**src/rtl/mem_access_unit_pkg.sv**
```systemverilog
// Shared definitions for the memory-stage load/store engine:
// funct3 width codes, FSM state encoding, bus lane width and store helpers.
package mem_access_unit_pkg;

  localparam logic [2:0] F3_B  = 3'b000;
  localparam logic [2:0] F3_H  = 3'b001;
  localparam logic [2:0] F3_W  = 3'b010;
  localparam logic [2:0] F3_BU = 3'b100;
  localparam logic [2:0] F3_HU = 3'b101;

  localparam int BE_W = 4;

  typedef enum logic [1:0] {
    ST_IDLE = 2'b00,
    ST_REQ  = 2'b01,
    ST_DONE = 2'b10
  } state_t;

  // Alignment check; unsigned widths have no store form, so they fault on stores.
  function automatic logic misaligned(input logic [2:0] f3, input logic [1:0] off,
                                      input logic store);
    case (f3)
      F3_B:    misaligned = 1'b0;
      F3_BU:   misaligned = store;
      F3_H:    misaligned = off[0];
      F3_HU:   misaligned = store | off[0];
      F3_W:    misaligned = (off != 2'b00);
      default: misaligned = 1'b1;
    endcase
  endfunction

  // Byte enables for a store of width f3 at lane offset off.
  function automatic logic [BE_W-1:0] store_be(input logic [2:0] f3, input logic [1:0] off);
    case (f3)
      F3_B:    store_be = 4'b0001 << off;
      F3_H:    store_be = off[1] ? 4'b1100 : 4'b0011;
      F3_W:    store_be = 4'b1111;
      default: store_be = 4'b0000;
    endcase
  endfunction

  // Store data replicated across every lane so the byte enables pick the slot.
  function automatic logic [31:0] store_wdata(input logic [2:0] f3, input logic [31:0] d);
    case (f3)
      F3_B:    store_wdata = {4{d[7:0]}};
      F3_H:    store_wdata = {2{d[15:0]}};
      F3_W:    store_wdata = d;
      default: store_wdata = 32'h0000_0000;
    endcase
  endfunction

endpackage

```
**src/rtl/mem_access_unit_load_extend.sv**
```systemverilog
// Combinational load extraction: picks the byte/halfword lane out of the
// read word and sign- or zero-extends it according to the funct3 width code.
module load_extend
  import mem_access_unit_pkg::*;
(
  input  logic [31:0] i_rdata,
  input  logic [1:0]  i_off,
  input  logic [2:0]  i_funct3,
  output logic [31:0] o_value
);

  logic [7:0]  w_byte;
  logic [15:0] w_half;

  // Lane selection from the byte offset.
  always_comb begin
    w_byte = 8'h00;
    case (i_off)
      2'b00:   w_byte = i_rdata[7:0];
      2'b01:   w_byte = i_rdata[15:8];
      2'b10:   w_byte = i_rdata[23:16];
      2'b11:   w_byte = i_rdata[31:24];
      default: w_byte = 8'h00;
    endcase
    if (i_off[1]) begin
      w_half = i_rdata[31:16];
    end else begin
      w_half = i_rdata[15:0];
    end
  end

  // Width-dependent extension of the selected lane.
  always_comb begin
    o_value = 32'h0000_0000;
    case (i_funct3)
      F3_B:    o_value = {{24{w_byte[7]}}, w_byte};
      F3_H:    o_value = {{16{w_half[15]}}, w_half};
      F3_W:    o_value = i_rdata;
      F3_BU:   o_value = {24'h00_0000, w_byte};
      F3_HU:   o_value = {16'h0000, w_half};
      default: o_value = 32'h0000_0000;
    endcase
  end

endmodule

```
**src/rtl/mem_access_unit.sv**
```systemverilog
// Memory-stage load/store engine: accepts one operation from EX, runs a
// req/ack transaction on the data bus, and returns the extended load result
// (or an error for misalignment / bus timeout) to write-back.
module mem_access_unit
  import mem_access_unit_pkg::*;
#(
  parameter int DATA_W      = 32,
  parameter int ACK_TIMEOUT = 16
) (
  input  logic              clk,
  input  logic              rst_n,
  input  logic              in_valid,
  output logic              in_ready,
  input  logic              is_load,
  input  logic              is_store,
  input  logic [2:0]        funct3,
  input  logic [DATA_W-1:0] addr,
  input  logic [DATA_W-1:0] store_data,
  output logic              out_valid,
  output logic [DATA_W-1:0] mem_data,
  output logic              out_err,
  output logic              dmem_req,
  output logic              dmem_we,
  output logic [DATA_W-1:0] dmem_addr,
  output logic [DATA_W-1:0] dmem_wdata,
  output logic [BE_W-1:0]   dmem_be,
  input  logic              dmem_ack,
  input  logic [DATA_W-1:0] dmem_rdata
);

  localparam int CNT_W = $clog2(ACK_TIMEOUT + 1);

  state_t              r_state, w_state_nxt;
  logic [CNT_W-1:0]    r_cnt, w_cnt_nxt;
  logic [2:0]          r_funct3, w_funct3_nxt;
  logic [1:0]          r_off, w_off_nxt;
  logic                r_is_load, w_is_load_nxt;
  logic                r_req, w_req_nxt;
  logic                r_we, w_we_nxt;
  logic [DATA_W-1:0]   r_addr, w_addr_nxt;
  logic [DATA_W-1:0]   r_wdata, w_wdata_nxt;
  logic [BE_W-1:0]     r_be, w_be_nxt;
  logic                r_out_valid, w_out_valid_nxt;
  logic                r_out_err, w_out_err_nxt;
  logic [DATA_W-1:0]   r_mem_data, w_mem_data_nxt;
  logic [DATA_W-1:0]   w_ext;
  logic                w_store_op;

  // A load wins when both request flags are set.
  assign w_store_op = is_store & ~is_load;

  load_extend u_load_extend (
    .i_rdata  (dmem_rdata),
    .i_off    (r_off),
    .i_funct3 (r_funct3),
    .o_value  (w_ext)
  );

  // Next-state and next-output decode for the IDLE/REQ/DONE sequence.
  always_comb begin
    w_state_nxt     = r_state;
    w_cnt_nxt       = r_cnt;
    w_funct3_nxt    = r_funct3;
    w_off_nxt       = r_off;
    w_is_load_nxt   = r_is_load;
    w_req_nxt       = r_req;
    w_we_nxt        = r_we;
    w_addr_nxt      = r_addr;
    w_wdata_nxt     = r_wdata;
    w_be_nxt        = r_be;
    w_out_valid_nxt = 1'b0;
    w_out_err_nxt   = r_out_err;
    w_mem_data_nxt  = r_mem_data;
    case (r_state)
      ST_IDLE: begin
        if (in_valid) begin
          if (!is_load && !is_store) begin
            w_state_nxt     = ST_DONE;
            w_out_valid_nxt = 1'b1;
            w_out_err_nxt   = 1'b0;
            w_mem_data_nxt  = 32'h0000_0000;
          end else if (misaligned(funct3, addr[1:0], w_store_op)) begin
            w_state_nxt     = ST_DONE;
            w_out_valid_nxt = 1'b1;
            w_out_err_nxt   = 1'b1;
            w_mem_data_nxt  = 32'h0000_0000;
          end else begin
            w_state_nxt   = ST_REQ;
            w_cnt_nxt     = {CNT_W{1'b0}};
            w_funct3_nxt  = funct3;
            w_off_nxt     = addr[1:0];
            w_is_load_nxt = ~w_store_op;
            w_req_nxt     = 1'b1;
            w_we_nxt      = w_store_op;
            w_addr_nxt    = {addr[DATA_W-1:2], 2'b00};
            if (w_store_op) begin
              w_be_nxt    = store_be(funct3, addr[1:0]);
              w_wdata_nxt = store_wdata(funct3, store_data);
            end else begin
              w_be_nxt    = 4'b0000;
              w_wdata_nxt = 32'h0000_0000;
            end
          end
        end else begin
          w_state_nxt = ST_IDLE;
        end
      end
      ST_REQ: begin
        if (dmem_ack || (r_cnt == CNT_W'(ACK_TIMEOUT - 1))) begin
          // Ack takes priority over a timeout landing on the same cycle.
          w_state_nxt     = ST_DONE;
          w_out_valid_nxt = 1'b1;
          w_req_nxt       = 1'b0;
          w_we_nxt        = 1'b0;
          w_addr_nxt      = 32'h0000_0000;
          w_wdata_nxt     = 32'h0000_0000;
          w_be_nxt        = 4'b0000;
          w_cnt_nxt       = {CNT_W{1'b0}};
          w_out_err_nxt   = ~dmem_ack;
          if (dmem_ack && r_is_load) begin
            w_mem_data_nxt = w_ext;
          end else begin
            w_mem_data_nxt = 32'h0000_0000;
          end
        end else begin
          w_cnt_nxt = r_cnt + CNT_W'(1);
        end
      end
      ST_DONE: begin
        w_state_nxt = ST_IDLE;
      end
      default: begin
        w_state_nxt = ST_IDLE;
      end
    endcase
  end

  // State and output registers; reset abandons any transaction in flight.
  always_ff @(posedge clk or negedge rst_n) begin
    if (!rst_n) begin
      r_state     <= ST_IDLE;
      r_cnt       <= {CNT_W{1'b0}};
      r_funct3    <= 3'b000;
      r_off       <= 2'b00;
      r_is_load   <= 1'b0;
      r_req       <= 1'b0;
      r_we        <= 1'b0;
      r_addr      <= 32'h0000_0000;
      r_wdata     <= 32'h0000_0000;
      r_be        <= 4'b0000;
      r_out_valid <= 1'b0;
      r_out_err   <= 1'b0;
      r_mem_data  <= 32'h0000_0000;
    end else begin
      r_state     <= w_state_nxt;
      r_cnt       <= w_cnt_nxt;
      r_funct3    <= w_funct3_nxt;
      r_off       <= w_off_nxt;
      r_is_load   <= w_is_load_nxt;
      r_req       <= w_req_nxt;
      r_we        <= w_we_nxt;
      r_addr      <= w_addr_nxt;
      r_wdata     <= w_wdata_nxt;
      r_be        <= w_be_nxt;
      r_out_valid <= w_out_valid_nxt;
      r_out_err   <= w_out_err_nxt;
      r_mem_data  <= w_mem_data_nxt;
    end
  end

  assign in_ready   = (r_state == ST_IDLE);
  assign out_valid  = r_out_valid;
  assign out_err    = r_out_err;
  assign mem_data   = r_mem_data;
  assign dmem_req   = r_req;
  assign dmem_we    = r_we;
  assign dmem_addr  = r_addr;
  assign dmem_wdata = r_wdata;
  assign dmem_be    = r_be;

endmodule

```
**config.mk**
```make
export PLATFORM = sky130hd
export DESIGN_NAME = mem_access_unit
export DESIGN_NICKNAME = d
export VERILOG_FILES = /design/src/rtl/mem_access_unit_pkg.sv /design/src/rtl/mem_access_unit_load_extend.sv /design/src/rtl/mem_access_unit.sv
export SDC_FILE = /design/constraint.sdc
export NUM_CORES = 1
export LEC_CHECK = 0
export ABC_CLOCK_PERIOD_IN_PS = 6100
export CORE_ASPECT_RATIO = 1.75
export CORE_MARGIN = 2
export CORE_UTILIZATION = 47
export DETAILED_ROUTE_END_ITERATION = 6
export HOLD_SLACK_MARGIN = 0.15
export PLACE_DENSITY = 0.89
export SYNTH_ARGS = -nofsm -noshare
export SYNTH_HDL_FRONTEND = slang
export SYNTH_SLANG_ARGS = --single-unit
```
**constraint.sdc**
```tcl
create_clock -name clk -period 6.1 [get_ports clk]
set_input_delay 1.22 -clock clk [delete_from_list [all_inputs] [get_ports clk]]
set_output_delay 1.22 -clock clk [all_outputs]
set_load 0.02 [all_outputs]
```
Word-level counts from Yosys, hierarchy flattened:

Cells that the tools add are included.

* register bits: 117
* input port bits: 105
* logic and storage cells: 116

* equal/unequal tests: 18
* shift-type cells: 1
* add/sub/neg operators: 1
* reductions and logical operators: 15
* bitwise logic cells: 7
* mux-type cells: 61

Operator list (count)
* two-way mux 32 bit: 13
* one-hot mux 32 bit (2 select lines): 3
* one-hot mux 32 bit (5 select lines): 1
* one-hot mux 32 bit (3 select lines): 1
* one-hot mux 8 bit (4 select lines): 1
* two-way mux 4 bit: 6
* two-way mux 5 bit: 4
* two-way mux 1 bit: 18
* two-way mux 16 bit: 1
* equality test 3 bit, second input constant: 4
* one-hot mux 4 bit (3 select lines): 1
* AND reduction 4 bit: 3
* one-hot mux 5 bit (2 select lines): 1
* two-way mux 2 bit: 4
* != test 2 bit, second input constant: 4
* one-hot mux 1 bit (2 select lines): 4
* one-hot mux 4 bit (2 select lines): 1
* equality test 3 x 1 -> 1 bit, second input constant: 2
* equality test 3 x 2 -> 1 bit, second input constant: 2
* zero test 3 bit: 2
* adder 5 x 1 -> 5 bit, second input constant: 1
* equality test 5 x 4 -> 1 bit, second input constant: 1
* inverter 1 bit: 5
* one-hot mux 1 bit (5 select lines): 1
* 13 further kinds: 19

Logic depth before layout (Yosys ltp):

* depth in word-level cells: 11
* mapped depth: 10
* depth with buffers taken out: 8

By module:

Synthesis repeated with hierarchy kept, for this count alone.

* cell total of the unflattened synthesis: 481
* area total of the unflattened synthesis: 5547.8 um^2

By module, submodules not included
* mem_access_unit: times used 1, cells each 358, area each 4611.9 um^2
* load_extend: times used 1, cells each 123, area each 935.9 um^2

Least setup slack after synthesis:

OpenSTA, ideal clock, no wires.

* path kind: input to register
* start: input port funct3[0]
* end: register r_funct3[2]
* setup time: 125 ps
* path buffers: 1
* data required time: 5975 ps
* cell stages on the path: 5
* arrival time: 2616 ps
* path slack: 3360 ps
* cells stage by stage: or4_4 o31a_4 nor3_1 buf_4 mux2_2

* cells in the longest elaborated chain, start to end: 7
* elaborated cells between the ends (all ways): 11
* those cells by class: eq/ne (4); mux (4); bitwise (1); reduce/logical (2)

Ends and longest elaborated chain
* from (decl): RTL line mem_access_unit.sv:16 `input logic [2:0] funct3,`
* equality test 3 x 2 -> 1 bit (tied with other cells): RTL line mem_access_unit_pkg.sv:22 `case (f3)`
* one-hot mux 1 bit (5 select lines) *: RTL line mem_access_unit_pkg.sv:22
* two-way mux 1 bit *: RTL line mem_access_unit.sv:77 `if (!is_load && !is_store) begin`
* two-way mux 1 bit *: RTL line mem_access_unit.sv:76 `if (in_valid) begin`
* two-way mux 1 bit *: RTL line mem_access_unit.sv:74 `case (r_state)`
* inverter 1 bit (no line) *
* AND reduction 4 bit (no line) *
* to (signal assigned): RTL line mem_access_unit.sv:157 `r_funct3 <= w_funct3_nxt;`
* to (decl): RTL line mem_access_unit.sv:35 `logic [2:0] r_funct3, w_funct3_nxt;`

Every way passes the cells marked *; elsewhere a longest branch is shown, timed or not. The select of a mux whose other input is x is not followed.
A chain may end at the register's enable or synchronous reset.

Worst setup path in the final report:

* start: input port funct3[0]
* end: register r_wdata[19] (netlist: dmem_wdata[19])

* cells in the longest elaborated chain, start to end: 7
* elaborated cells between the ends (all ways): 17
* those cells by class: eq/ne (5); mux (10); reduce/logical (2)

Ends and longest elaborated chain
* equality test 3 x 2 -> 1 bit (tied with other cells): RTL line mem_access_unit_pkg.sv:22, mem_access_unit_pkg.sv:44
* one-hot mux 1 bit (5 select lines) / one-hot mux 32 bit (3 select lines) (equally long branches): RTL line mem_access_unit_pkg.sv:22, mem_access_unit_pkg.sv:44
* two-way mux 1 bit / two-way mux 32 bit (equally long branches): RTL line mem_access_unit.sv:77, mem_access_unit.sv:96
* two-way mux 1 bit / two-way mux 32 bit (equally long branches): RTL line mem_access_unit.sv:76, mem_access_unit.sv:82
* two-way mux 1 bit / two-way mux 32 bit (equally long branches): RTL line mem_access_unit.sv:74, mem_access_unit.sv:77
* != test 2 bit (no line) / two-way mux 32 bit (equally long branches)
* AND reduction 5 bit (no line) / one-hot mux 32 bit (2 select lines) (equally long branches)
* to (signal assigned): RTL line mem_access_unit.sv:163 `r_wdata <= w_wdata_nxt;`
* to (decl): RTL line mem_access_unit.sv:41 `logic [DATA_W-1:0] r_wdata, w_wdata_nxt;`

Several ways; a longest one is shown, not always the timed one. The select of a mux whose other input is x is not followed.

==> impl_metrics.json <==
{
  "status": "finished, final reports clean",
  "register_area_sq_um": 2880,
  "grt_pass1_vias": 5228,
  "dp_hpwl_microns": 11900,
  "power_frac_seq_pct": 35.8,
  "antenna_found_initial": 0,
  "cts_buffers": 17,
  "synth.most_common_cell": "dfrtp_1",
  "syn_inst": 499,
  "critPathMaxStageDelay_ns": 0.85,
  "dr.first_iter.drc_count": 296,
  "drv_cap": 0,
  "synth_area_per_cell_sq_um": 10.5,
  "clock_sinks": 115,
  "die_w_microns": 84,
  "power_frac_comb_pct": 32.2,
  "fillCellCount": 793,
  "worstSetupEndpointType": "register",
  "drive_gt1_share_pct": 7.22,
  "antenna_cells": 0,
  "hold_buffers": 0,
  "finalCritPeriodShare_pct": 63.3,
  "grtUsageTotal_pct": 28.0,
  "root_buffer": "clkbuf_16",
  "rr_worst_depth": 8,
  "synth-async-reset-ratio_pct": 100,
  "dp.cells": 807,
  "die-height_microns": 144,
  "period_minus_slack_ns": 3.86,
  "antenna_left": 0,
  "final_hold_viol_count": 0,
  "rsz0062_at_grt": "false",
  "synth_area_leaders": "dfrtp_1 55%, a22o_1 8.3%, a21oi_1 4.6%, mux2i_1 4.4%, o21ai_0 4.2%",
  "instances_no_fill": 838,
  "cts-resized-gates": 0,
  "internal-power_w": 0.00197,
  "p_sw_share_pct": 33.0,
  "io_buffers": 207,
  "worstSetupPathType": "input port to register",
  "clockBufferDepth": 2,
  "yosysSeqAreaShare_pct": 54.7,
  "place_congestion": 0.863,
  "worst_slew_pin_slew_ns": 1.18,
  "viasPerCell": 5.98,
  "grt-ovfl-total": 0,
  "p_switching_w": 0.000968,
  "crit_slowest_cell": "nand4_1",
  "start_util_pct": 47.7,
  "cp_cell_sequence": "clkdlybuf4s50_1, or4_4, o31ai_1, nand4_1, o21ai_0",
  "synth_top_area_share_pct": 54.7,
  "ys_warn_count": 0,
  "clk_pin_slew_ns": 0.06,
  "timing.fmax_ghz": 0.259,
  "tritoncts": "done",
  "drv_slew": 0,
  "grt_pass1_wl_microns": 26300,
  "synth_seq_cells": 115,
  "area_growth_pct": 50.9,
  "post_drt_wl_per_cell_microns": 20.1,
  "power_density_nw_per_um2": 369,
  "ys_top_cells_by_count": "115 x dfrtp_1, 55 x nand2_1, 50 x a22o_1",
  "cp.arrival_ns": 4.16,
  "synth_largest_area_cell": "dfrtp_1",
  "drc_errors": 0,
  "path_max_fanout": 27,
  "ir_worst_vdd_mv": 0.247,
  "post-cts-setup-buffers": 0,
  "die_area_sq_um": 12100,
  "setup_violations": 0,
  "synth_area_sq_um": 5260,
  "holdPathStages": 2,
  "worst_clock_skew_ns": 0.00861,
  "cp-start-kind": "input port",
  "clk-insertion-delay-late_ns": 0.41,
  "ios": 210,
  "synth_edf_count": 0,
  "num_rows": 51,
  "tns_ns": 0,
  "grt_max_degree": 66,
  "final_core_util_pct": 71.9,
  "yosysUniqueCellTypes": 44,
  "htree_levels": 4,
  "relSlewSlack_pct": 21.0,
  "drtPass1Iterations": 7,
  "power_leakage_nw": 3.57,
  "vias": 5012,
  "hold_path.class": "register to register",
  "core_sq_um": 11000,
  "synth_flop_cell": "dfrtp_1",
  "crit_required_ns": 6.39,
  "wirelength_microns": 16800,
  "clockPowerShare_pct": 32.1,
  "layout.nets": 801,
  "multi_input_area_sq_um": 2210
}
## final cells by class
type / count / share of cell area, %
sequential: 115 / 36.2
multi-input combinational: 343 / 27.8
timing repair buffer: 212 / 26.5
clock buffer: 22 / 6.10
tap: 132 / 2.08
clock inverter: 9 / 1.01
inverter: 5 / 0.236
## power groups by stage
stage	registers, W	logic, W	clock network [W]
floorplan	0.00114	0.000393	0
global placement	0.00104	0.000908	0
detailed placement	0.00105	0.000933	0
CTS	0.00105	0.000944	0.000948
global route	0.00107	0.00100	0.000984
finish	0.00105	0.000944	0.000940
## worst max-delay path: cells and delay by family
kind            cells  cell delay [ns]
compound gates      2             0.61
buf+inv             1             0.77
simple gates        2             1.55
## cell usage in the layout (no fill, tap or decap), types with 2 or more instances in the layout
| cell | Yosys | final |
|---|---|---|
| a21o_1 | 19 | 19 |
| a21oi_1 | 48 | 48 |
| a22o_1 | 50 | 50 |
| a22oi_1 | 16 | 16 |
| and2_1 | 2 | 2 |
| buf_4 | 5 | 6 |
| clkbuf_16 | 0 | 17 |
| clkbuf_8 | 0 | 4 |
| clkdlybuf4s50_1 | 0 | 206 |
| clkinv_2 | 0 | 4 |
| clkinvlp_4 | 0 | 4 |
| conb_1 | 1 | 2 |
| dfrtp_1 | 115 | 115 |
| ha_1 | 2 | 2 |
| inv_1 | 5 | 5 |
| mux2_2 | 6 | 6 |
| mux2i_1 | 23 | 23 |
| nand2_1 | 55 | 55 |
| nand2b_1 | 4 | 4 |
| nand3_1 | 3 | 3 |
| nand4_1 | 2 | 2 |
| nor2_1 | 33 | 33 |
| nor2b_1 | 3 | 3 |
| nor3_1 | 4 | 3 |
| nor3b_1 | 2 | 2 |
| o21ai_0 | 44 | 44 |
| o221ai_1 | 7 | 7 |
## registers in the layout (all words and copies together), names as in the netlist
signal	count
dmem_be	4
dmem_req	1
out_err	1
r_state	2
dmem_addr	30
r_cnt	5
mem_data	32
out_valid	1
dmem_wdata	32
r_funct3	3
r_off	2
r_is_load	1
dmem_we	1
## kinds of logic after synthesis
| kind of cell | after synthesis | share of synthesized area, % |
|---|---|---|
| AOI/OAI and AO/OA | 194 | 25.1 |
| and+or+nand+nor | 115 | 9.75 |
| DFF | 115 | 54.7 |
| buffers and inverters | 42 | 3.85 |
| muxes | 30 | 6.08 |
| adders and majority gates | 2 | 0.475 |
| other | 1 | 0.0712 |
## path summary, 6_finish.rpt
kind                            startpoint        endpoint  slack [ns]
worst max-delay path             funct3[0]  dmem_wdata[19]        2.24
worst min-delay path               dmem_we         dmem_we        0.47
worst max register to register    r_cnt[0]   dmem_addr[23]        3.22
worst min register to register     dmem_we         dmem_we        0.47
max in group asynchronous            rst_n    dmem_addr[8]        3.98
min in group asynchronous            rst_n     mem_data[5]        0.84
## stage by stage
step                setup WS [ns]  cell area [sq um]  hold slack [ns]  total power (W)
floorplan                    3.36               5270            0.450          0.00154
global placement             2.08               7370            0.461          0.00195
detailed placement           1.88               7370            0.464          0.00199
CTS                          2.29               7940            0.477          0.00294
global route                 2.04               7940            0.499          0.00306
finish                       2.24               7940            0.472          0.00293
## per-layer routing
metal,GRT usage (%),vias to the layer above,part of all wire (%)
li1,-,2210,-
met1,30.2,2446,35
met2,48.3,282,53
met3,7.25,74,7.2
met4,18.3,0,5.3
met5,0,-,0
No activity file was read; power rests on OpenSTA's default activity.
